## src/rtl/pwm_pkg.sv

```systemverilog
// Shared types and defaults for the PWM duty decoder.
package pwm_pkg;

    typedef logic [7:0] duty_t;

    localparam int PWM_PERIOD_DEFAULT = 256;

    typedef enum logic {
        IDLE,
        MEASURE
    } dec_state_t;

endpackage

```

## src/rtl/pwm_in_cond.sv

```systemverilog
// PWM input conditioning: 2-flop synchronizer, optional deglitch filter and rise detector.
// Build option: define PWM_DEGLITCH_EN to require 3 identical samples before the level changes.
module pwm_in_cond
    import pwm_pkg::*;
(
    input  logic clk_i,
    input  logic rst_i,
    input  logic pwm_i,
    output logic level_o,
    output logic rise_o
);

    logic s1_q;
    logic s2_q;
    logic prev_q;
    logic level;

    always_ff @(posedge clk_i) begin
        if (rst_i) begin
            s1_q   <= 1'b0;
            s2_q   <= 1'b0;
            prev_q <= 1'b0;
        end else begin
            s1_q   <= pwm_i;
            s2_q   <= s1_q;
            prev_q <= level;
        end
    end

`ifdef PWM_DEGLITCH_EN
    logic h1_q;
    logic h2_q;
    logic filt_q;

    // Level follows s2 only once the current and two previous samples agree.
    always_comb begin
        level = filt_q;
        if (s2_q && h1_q && h2_q) begin
            level = 1'b1;
        end else if (!s2_q && !h1_q && !h2_q) begin
            level = 1'b0;
        end
    end

    always_ff @(posedge clk_i) begin
        if (rst_i) begin
            h1_q   <= 1'b0;
            h2_q   <= 1'b0;
            filt_q <= 1'b0;
        end else begin
            h1_q   <= s2_q;
            h2_q   <= h1_q;
            filt_q <= level;
        end
    end
`else
    assign level = s2_q;
`endif

    assign level_o = level;
    assign rise_o  = level & ~prev_q;

endmodule

```

## src/rtl/pwm_duty_decoder.sv

```systemverilog
// Recovers the duty value of a PWM waveform; one sample per period, static lines via timeout.
// Build option: PWM_DEGLITCH_EN enables the input deglitch filter in pwm_in_cond.
module pwm_duty_decoder
    import pwm_pkg::*;
#(
    parameter int PWM_PERIOD = PWM_PERIOD_DEFAULT,
    parameter int PERIOD_TOL = 2,
    parameter int TIMEOUT    = 512,
    parameter int DUTY_W     = 8
) (
    input  logic              clk,
    input  logic              rst,
    input  logic              pwm_in,
    output logic [DUTY_W-1:0] duty_out,
    output logic              duty_valid,
    output logic              locked,
    output logic              period_err
);

    localparam int CW       = $clog2(TIMEOUT + 1);
    localparam int PER_LO   = PWM_PERIOD - PERIOD_TOL;
    localparam int PER_HI   = PWM_PERIOD + PERIOD_TOL;
    localparam int DUTY_MAX = (1 << DUTY_W) - 1;

    logic              level;
    logic              rise;
    dec_state_t        state_q;
    logic [CW-1:0]     per_cnt_q;
    logic [CW-1:0]     per_cnt_d;
    logic [CW-1:0]     hi_cnt_q;
    logic [CW-1:0]     hi_cnt_d;
    logic              expire;
    logic              periodOk;
    logic [DUTY_W-1:0] hiSat;

    pwm_in_cond u_cond (
        .clk_i   (clk),
        .rst_i   (rst),
        .pwm_i   (pwm_in),
        .level_o (level),
        .rise_o  (rise)
    );

    // A rise always wins over an expiring timeout; expiry restarts the period count at 0.
    always_comb begin
        expire   = !rise && (int'(per_cnt_q) >= TIMEOUT - 1);
        periodOk = (int'(per_cnt_q) >= PER_LO) && (int'(per_cnt_q) <= PER_HI);
        hiSat    = (int'(hi_cnt_q) > DUTY_MAX) ? DUTY_W'(DUTY_MAX) : DUTY_W'(hi_cnt_q);
        per_cnt_d = per_cnt_q;
        hi_cnt_d  = hi_cnt_q;
        if (rise) begin
            per_cnt_d = CW'(1);
            hi_cnt_d  = {{(CW-1){1'b0}}, level};
        end else if (expire) begin
            per_cnt_d = '0;
            hi_cnt_d  = '0;
        end else begin
            if (int'(per_cnt_q) < TIMEOUT) begin
                per_cnt_d = per_cnt_q + CW'(1);
            end
            if (level && (int'(hi_cnt_q) < TIMEOUT)) begin
                hi_cnt_d = hi_cnt_q + CW'(1);
            end
        end
    end

    always_ff @(posedge clk) begin
        if (rst) begin
            state_q    <= IDLE;
            per_cnt_q  <= '0;
            hi_cnt_q   <= '0;
            duty_out   <= '0;
            duty_valid <= 1'b0;
            locked     <= 1'b0;
            period_err <= 1'b0;
        end else begin
            per_cnt_q  <= per_cnt_d;
            hi_cnt_q   <= hi_cnt_d;
            duty_valid <= 1'b0;
            period_err <= 1'b0;
            if (rise) begin
                // The first rise after IDLE only opens a measurement window.
                if (state_q == MEASURE) begin
                    if (periodOk) begin
                        duty_out   <= hiSat;
                        duty_valid <= 1'b1;
                        locked     <= 1'b1;
                    end else begin
                        period_err <= 1'b1;
                        locked     <= 1'b0;
                    end
                end
                state_q <= MEASURE;
            end else if (expire) begin
                duty_out   <= level ? DUTY_W'(DUTY_MAX) : '0;
                duty_valid <= 1'b1;
                locked     <= 1'b0;
                state_q    <= IDLE;
            end
        end
    end

endmodule

```

## config.mk

```make
export PLATFORM = sky130hd
export DESIGN_NAME = pwm_duty_decoder
export DESIGN_NICKNAME = d
export VERILOG_FILES = /design/src/rtl/pwm_pkg.sv /design/src/rtl/pwm_in_cond.sv /design/src/rtl/pwm_duty_decoder.sv
export SDC_FILE = /design/constraint.sdc
export NUM_CORES = 1
export LEC_CHECK = 0
export ABC_AREA = 1
export CORE_UTILIZATION = 35
export DETAILED_ROUTE_END_ITERATION = 7
export GPL_TIMING_DRIVEN = 1
export PLACE_DENSITY = 0.53
export SYNTH_ARGS = -nofsm -noshare
export SYNTH_HDL_FRONTEND = slang
export SYNTH_HIERARCHICAL = 1
export SYNTH_SLANG_ARGS = --single-unit
```

## constraint.sdc

```tcl
create_clock -name clk -period 2.09 [get_ports clk]
set_input_delay 0.3135 -clock clk [delete_from_list [all_inputs] [get_ports clk]]
set_output_delay 0.3135 -clock clk [all_outputs]
set_load 0.01 [all_outputs]
```

### After elaboration in Yosys (flattened, before gate mapping)

Index checks and enable logic that the tools add are counted.

* flip-flop bits (word level): 35
* input port bits: 3
* output and inout port bits: 11
* word-level logic and storage cells: 58

* add/sub/neg operators: 2
* $lt $le $gt $ge: 6
* equality and inequality tests: 2
* mux-type cells: 21
* bitwise gates (word level): 4
* reductions and logical operators: 11

Operator list (count)
* $mux 8: 6
* $add 10x1->10 const B: 2
* $lt 10x10->1 const B: 2
* $mux 1: 15
* $ge 10x8->1 const B: 1
* $ge 10x9->1 const B: 1
* $gt 10x8->1 const B: 1
* $le 10x9->1 const B: 1
* $reduce_bool 3->1: 2
* $reduce_or 3->1: 2
* $ne 2x1->1 const B: 2
* $logic_and 1x1->1: 3
* $not 1->1: 3
* $reduce_and 3->1: 1
* $reduce_and 2->1: 1
* $reduce_bool 2->1: 1
* $and 1x1->1: 1
* $logic_not 1->1: 1

### Logic depth before layout (Yosys ltp)

Gate-level depths: netlist of run 1.

* depth in word-level cells: 6
* mapped depth: 10
* mapped depth without buffers: 10

### Modules after synthesis

The synthesis of run 1 kept the hierarchy.

Modules (own cells, without submodules)
* pwm_duty_decoder: times used 1, cells each 224, area an instance 1650.3 um^2, seq. area each 640.6 um^2
* pwm_in_cond: times used 1, cells each 10, area an instance 86.3 um^2, seq. area each 60.1 um^2

### Worst setup path before layout of run 1

Ideal clock, no wire load.

* path kind: register -> register
* start: register u_cond.s2_q, in the netlist u_cond/level_o
* end: register duty_out[7]
* setup time: 0.113 ns
* arrival: 1.337 ns
* data required time: 1.977 ns
* setup slack: 0.640 ns
* stages on the path, launching flop included: 9
* path buffers: 1
* period minus slack after synthesis: 1.450 ns
* cell sequence: dfxtp_1 > inv_1 > nor2_1 > nand2_1 > inv_1 > nand4_4 > buf_6 > a21oi_2 > nor2_1

* word-level cells in the longest chain between the ends: 5
* elaborated cells on any way between the ends: 10
* classes of those cells: eq/ne: 2; mux: 3; bitwise: 1; reduce/logical: 4

Ends and longest elaborated chain
* from (decl): line pwm_in_cond.sv:14 `logic s2_q;`
* from (signal assigned): line pwm_in_cond.sv:25 `s2_q <= s1_q;`
* $and 1x1->1 *: line pwm_in_cond.sv:61 `assign rise_o = level & ~prev_q;`
* via rise: line pwm_duty_decoder.sv:26 `logic rise;`
* $logic_not 1->1: line pwm_duty_decoder.sv:46 `expire = !rise && (int'(per_cnt_q) >= TIMEOUT - 1);`
* $logic_and 1x1->1: line pwm_duty_decoder.sv:46
* $reduce_bool 2->1 (no line)
* $reduce_and 3->1 (no line)
* to (signal assigned): line pwm_duty_decoder.sv:85 `duty_out <= hiSat;`
* to (signal assigned): line pwm_duty_decoder.sv:95 `duty_out <= level ? DUTY_W'(DUTY_MAX) : '0;`
* to (decl): line pwm_duty_decoder.sv:14 `output logic [DUTY_W-1:0] duty_out,`

The timed path passes the listed nets; every way through them passes the cells marked *. The select of a mux whose other input is x is not followed.
A chain may end at the register's enable or synchronous reset.

### Worst setup path in the final report of run 1

* start: register u_cond.s2_q, in the netlist u_cond/level_o
* end: register duty_out[1]

Same word-level chain as after synthesis.

==> impl_metrics.tcl, run 1 <==
set metrics [dict create \
    dpl.hpwl_um 2323 \
    ctsResizeCount 0 \
    slew_headroom 0.7566 \
    min_period_ps 1540 \
    gp_congestion 0.7352 \
    synth-xor-area-share 0.03530 \
    place_ws_ps 524.4 \
    netlist_instances 234 \
    muxShareOfSynthArea 0 \
    hold_viol_final 0 \
    dieArea_um2 5248 \
    synth-seq-cells 35 \
    yosys-top-cells-area "dfxtp_1 40%, nand2_1 11%, nor2_1 7.6%" \
    slew_viol_final 0 \
    grt_use_total 0.1462 \
    end_kind "register" \
    grt_remaining_overflow 0 \
    synth_common_cells "49 x nand2_1, 35 x dfxtp_1, 35 x nor2_1" \
    antenna_found_initial 0 \
    setup_viol_count_final 0 \
    io_buffers 13 \
    yosys.area_share.simple 0.3300 \
    synth_top_family_by_area "simple AND/OR/NAND/NOR gates" \
    hold_buffers 0 \
    drt_iter0_markers 38 \
    num_rows 25 \
    cts_tree "yes" \
    grt_pass1_vias 1311 \
    min_to "u_cond/level_o" \
    drive_gt1_frac 0.1594 \
    ff2ff_setup_slack_ps 550 \
    boundaryPins 14 \
    min_from "u_cond/s1_q" \
    clockBufferDepth 2 \
    p_leak_nw 0.8342 \
    antennaDiodeCount 0 \
    synth_ff_type "dfxtp_1" \
    start_kind "register" \
    drtPass1Iterations 4 \
    fin_skew_ps 6.638 \
    ys_types 28 \
    power_mw 1.334 \
    clk_pin_slew_worst_paths_ps 60 \
    ir_worst_vdd_mv 0.3631 \
    yosys_warnings 6 \
    max_freq_mhz 649.5 \
    cts_buffers 5 \
    synth_area_per_cell_um2 7.422 \
    synthesis.nets 240 \
    core_area_um2 4755 \
    whs_ps 401.9 \
    power_density_nw_per_um2 661.4 \
    synth_compound_area_frac 0.1102 \
    synth_fa_ha_area_frac 0.02161 \
    post-route-period-util 0.7367 \
    cts-root-buf "clkbuf_8" \
    tns_ps 0 \
    cts_sinks 35 \
    cp_max_fo 12 \
    synth_top_area_frac 0.4035 \
    timing.rr.start "u_cond/level_o" \
    drc 0 \
    area_growth_pct 16.14 \
    status "complete, no violations" \
    dr_total_vias 1433 \
    fin_cells 318 \
    start_util 0.3653 \
    clock_latency_ps 290 \
    worst_pin_slew_ps 363.8 \
    placed_area_um2 1914 \
    dieHeight_um 72.44 \
    path_class "reg -> reg" \
    numPlacedInstances 311 \
    ys_seq_area_frac 0.4035 \
    cts_setup_buffers 0 \
    final_area_um2 2017 \
    synth.most_common_cell "nand2_1" \
    ant_nets 0 \
    crit_arrival_ps 1720 \
    final_util 0.4242 \
    r2r-end "duty_out[1]" \
    synth.cell_area_um2 1737 \
    min_path_type "reg -> reg" \
    synth-edff-count 0 \
    ff2ff_path_depth 8 \
    synth_top_cell_by_area "dfxtp_1" \
    drt_wl_total_um 3289 \
    die_w_um 72.44 \
    fin_nets 257 \
    viasPerCell 4.506 \
    grt_max_degree 20 \
    hold_depth 2 \
    htreeDepth 2 \
    ys_async_sr_fraction 0 \
    wl_per_cell_um 10.34 \
    fin_ws_ps 550.3 \
    grt_pass1_wl_um 5851 \
    crit_required_ps 2270 \
    rsz0062_at_grt "false" \
    max-cap-violations 0 \
]
-- layout by cell type, fill, tap and decap left out, types with 2 or more instances in the layout --
cell | netlist | routed
o21ai_0 | 9 | 9
nor2_2 | 2 | 2
dfxtp_1 | 35 | 35
a21oi_2 | 11 | 11
or2_2 | 2 | 2
clkdlybuf4s50_1 | 0 | 13
ha_1 | 3 | 3
buf_4 | 0 | 2
nor3b_1 | 2 | 2
nand2_1 | 49 | 49
inv_1 | 26 | 26
inv_2 | 5 | 5
nand4_1 | 4 | 4
nand2_2 | 5 | 5
xor2_1 | 6 | 6
nor2_1 | 35 | 35
clkbuf_8 | 1 | 5
a21oi_1 | 10 | 10
nand3_1 | 16 | 16
-- final cells by class --
| type | instances | area [um^2] |
|---|---|---|
| Clock buffer | 6 | 72.57 |
| Timing Repair Buffer | 15 | 145.1 |
| Multi-Input combinational cell | 162 | 863.3 |
| Fill cell | 517 | 2738 |
| Inverter | 32 | 121.4 |
| Clock inverter | 1 | 30.03 |
| Tap cell | 67 | 83.83 |
| Sequential cell | 35 | 700.7 |
-- metal layers --
| layer | part of all wire | up-vias | GRT usage |
|---|---|---|---|
| met5 | 0 | - | 0 |
| met1 | 0.52 | 641 | 0.1790 |
| met4 | 0.021 | 0 | 0.07190 |
| met2 | 0.43 | 17 | 0.2347 |
| met3 | 0.031 | 6 | 0.04167 |
| li1 | - | 769 | - |
-- worst max path at each step --
stage / start / end / depth (start not counted)
final: u_cond/level_o / duty_out[1] / 8
after global routing: per_cnt_q[1] / duty_out[5] / 9
after CTS: per_cnt_q[1] / duty_out[1] / 8
after detailed placement: rst / per_cnt_q[7] / 4
after global placement: rst / hi_cnt_q[6] / 4
after floorplan: u_cond/level_o / duty_out[7] / 8
-- where the power goes --
group          switching (mW)  internal (mW)  total, mW  leakage [nW]
sequential            0.00908          0.677      0.686         0.283
clock                   0.238          0.349      0.587        0.0513
combinational          0.0396         0.0212     0.0609         0.500
-- critical path: stages, from the launching register on --
cell and delay [ps]:
dfxtp_1 390, inv_1 70, nor2_1 130, buf_4 200
inv_1 110, nand2_1 240, nand2_1 110, a21oi_2 120
nor2_1 60
-- flip-flops by register name, summed over array words and instances, names as in the netlist --
register,flops
duty_out,8
duty_valid,1
hi_cnt_q,10
locked,1
per_cnt_q,10
period_err,1
state_q,1
u_cond/level_o,1
u_cond/prev_q,1
u_cond/s1_q,1
-- kinds of logic after synthesis --
family / after synthesis
buffers and inverters: 37
xor gates and xnor gates: 7
DFF: 35
AOI/OAI and AO/OA: 30
adders and majority gates: 3
and+or+nand+nor: 122
Note: power is estimated with default switching activity, not from simulation.
==> inputs of run 2 (changes only) <==
- clock period: 2.09 -> 1.6 ns (I/O delays scaled with it)
==> impl_metrics.tcl, run 2 (synthesized netlist as in run 1, its figures left out) <==
set metrics [dict create \
    tns_ps 0 \
    worst_pin_slew_ps 260.7 \
    cp_cell_sequence "inv_1, ha_1, nor2_1, nor2_1, nand2_1, nand2_2, nand4_4, buf_12, nand3_1, nand2_1, nor2_1" \
    nFillCells 519 \
    crit_buf_inv 2 \
    cts_buffers 5 \
    antennaDiodeCount 0 \
    crit_required_ps 1780 \
    numPlacedInstances 313 \
    max-cap-violations 0 \
    grt_remaining_overflow 0 \
    dieArea_um2 5248 \
    dieHeight_um 72.44 \
    ant_nets 0 \
    p_leak_nw 0.8484 \
    fin_skew_ps 4.618 \
    drc 0 \
    max_stage_delay_ps 370 \
    drt_iter0_markers 67 \
    dpl.hpwl_um 2387 \
    core_area_um2 4755 \
    io_buffers 13 \
    rsz0062_at_grt "false" \
    top_regs "hi_cnt_q (10), per_cnt_q (10), duty_out (8)" \
    grt_use_total 0.1447 \
    crit_arrival_ps 1600 \
    min_period_ps 1420 \
    timing.rr.start "per_cnt_q[0]" \
    boundaryPins 14 \
    min_to "u_cond/level_o" \
    final_cell_mix "48 x nand2_1, 35 x nor2_1, 35 x dfxtp_1" \
    ir_worst_vdd_mv 0.4462 \
    hold_buffers 0 \
    die_w_um 72.44 \
    min_from "u_cond/s1_q" \
    dr_total_vias 1420 \
    slew_viol_final 0 \
    worst_path_max_delay_cell "dfxtp_1" \
    power_mw 1.592 \
    hold_viol_final 0 \
    cp_max_fo 18 \
    num_rows 25 \
    grt_pass1_vias 1276 \
    final_area_um2 2047 \
    drt_wl_total_um 3297 \
    wl_per_cell_um 10.24 \
    crit_family "simple AND/OR/NAND/NOR gates" \
    status "complete, no violations" \
    grt_pass1_wl_um 5830 \
    power_density_nw_per_um2 777.8 \
    hold_depth 2 \
    fin_ws_ps 180.2 \
    start_util 0.3653 \
    final_util 0.4305 \
    cts_tree "yes" \
    start_kind "register" \
    min_path_type "reg -> reg" \
    viasPerCell 4.410 \
    r2r-end "duty_out[1]" \
    drtPass1Iterations 4 \
    gp_congestion 0.7408 \
    fin_nets 260 \
    slew_headroom 0.8253 \
    setup_viol_count_final 0 \
    path_class "reg -> reg" \
    htreeDepth 2 \
    place_ws_ps 96.47 \
    grt_max_degree 20 \
    ff2ff_setup_slack_ps 180 \
    placed_area_um2 1929 \
    end_kind "register" \
    clock_latency_ps 280 \
    clockBufferDepth 2 \
    max_freq_mhz 704.3 \
    fin_cells 322 \
    final_common_cell "nand2_1" \
    whs_ps 420.9 \
    drive_gt1_frac 0.1725 \
    cpMostUsedCell "nor2_1" \
    clk_pin_slew_worst_paths_ps 70 \
    post-route-period-util 0.8874 \
    cts-root-buf "clkbuf_8" \
    antenna_found_initial 0 \
    ff2ff_path_depth 11 \
    cts_sinks 35 \
    area_growth_pct 17.87 \
]
run 2: worst min-delay path, delay by kind of cell, from the launching register on:
family | cells | cell delay, ps
flops | 1 | 300
buf+inv | 1 | 40
simple gates | 1 | 40
run 2: repair_timing:
item | 4_1_cts | 5_1_grt
buffers inserted | 0 | 1
resized for setup | 0 | 3
endpoints found under the setup margin | 0 | 14
run 2: worst max path at each step:
stage                        start  depth (start not counted)          end
detailed placement    per_cnt_q[1]                          8  duty_out[6]
floorplan           u_cond/level_o                          8  duty_out[7]
global route        u_cond/level_o                          8  hi_cnt_q[9]
finish                per_cnt_q[0]                         11  duty_out[1]
CTS                   per_cnt_q[1]                          9  duty_out[1]
global placement      per_cnt_q[1]                          8  duty_out[5]
run 2: layout make-up:
class / instances / area (um^2) / area share
clock buffers: 7 / 76.32 / 0.03729
clock inverters: 1 / 5.005 / 0.002445
inverters: 32 / 121.4 / 0.05929
multi-input cells: 162 / 879.6 / 0.4297
flip-flops and latches: 35 / 700.7 / 0.3423
well taps: 67 / 83.83 / 0.04095
repair buffers: 18 / 180.2 / 0.08802
run 2: power breakdown:
group          switching (mW)  total [mW]  internal (mW)
combinational          0.0535      0.0850         0.0315
clock                   0.306       0.612          0.305
sequential             0.0116       0.896          0.884
run 2: layer usage:
layer	routed length, um	part of all wire	GRT usage
met1	1697	0.51	0.1897
met2	1483	0.45	0.2212
met3	87	0.026	0.05000
met4	29	0.0088	0.05011
met5	0	0	0
==> inputs of run 3 (changes only) <==
- SLEW_MARGIN: not set -> 10
==> results of run 3 <==
No change in the layout: final DEF, timing and power equal those of run 2.
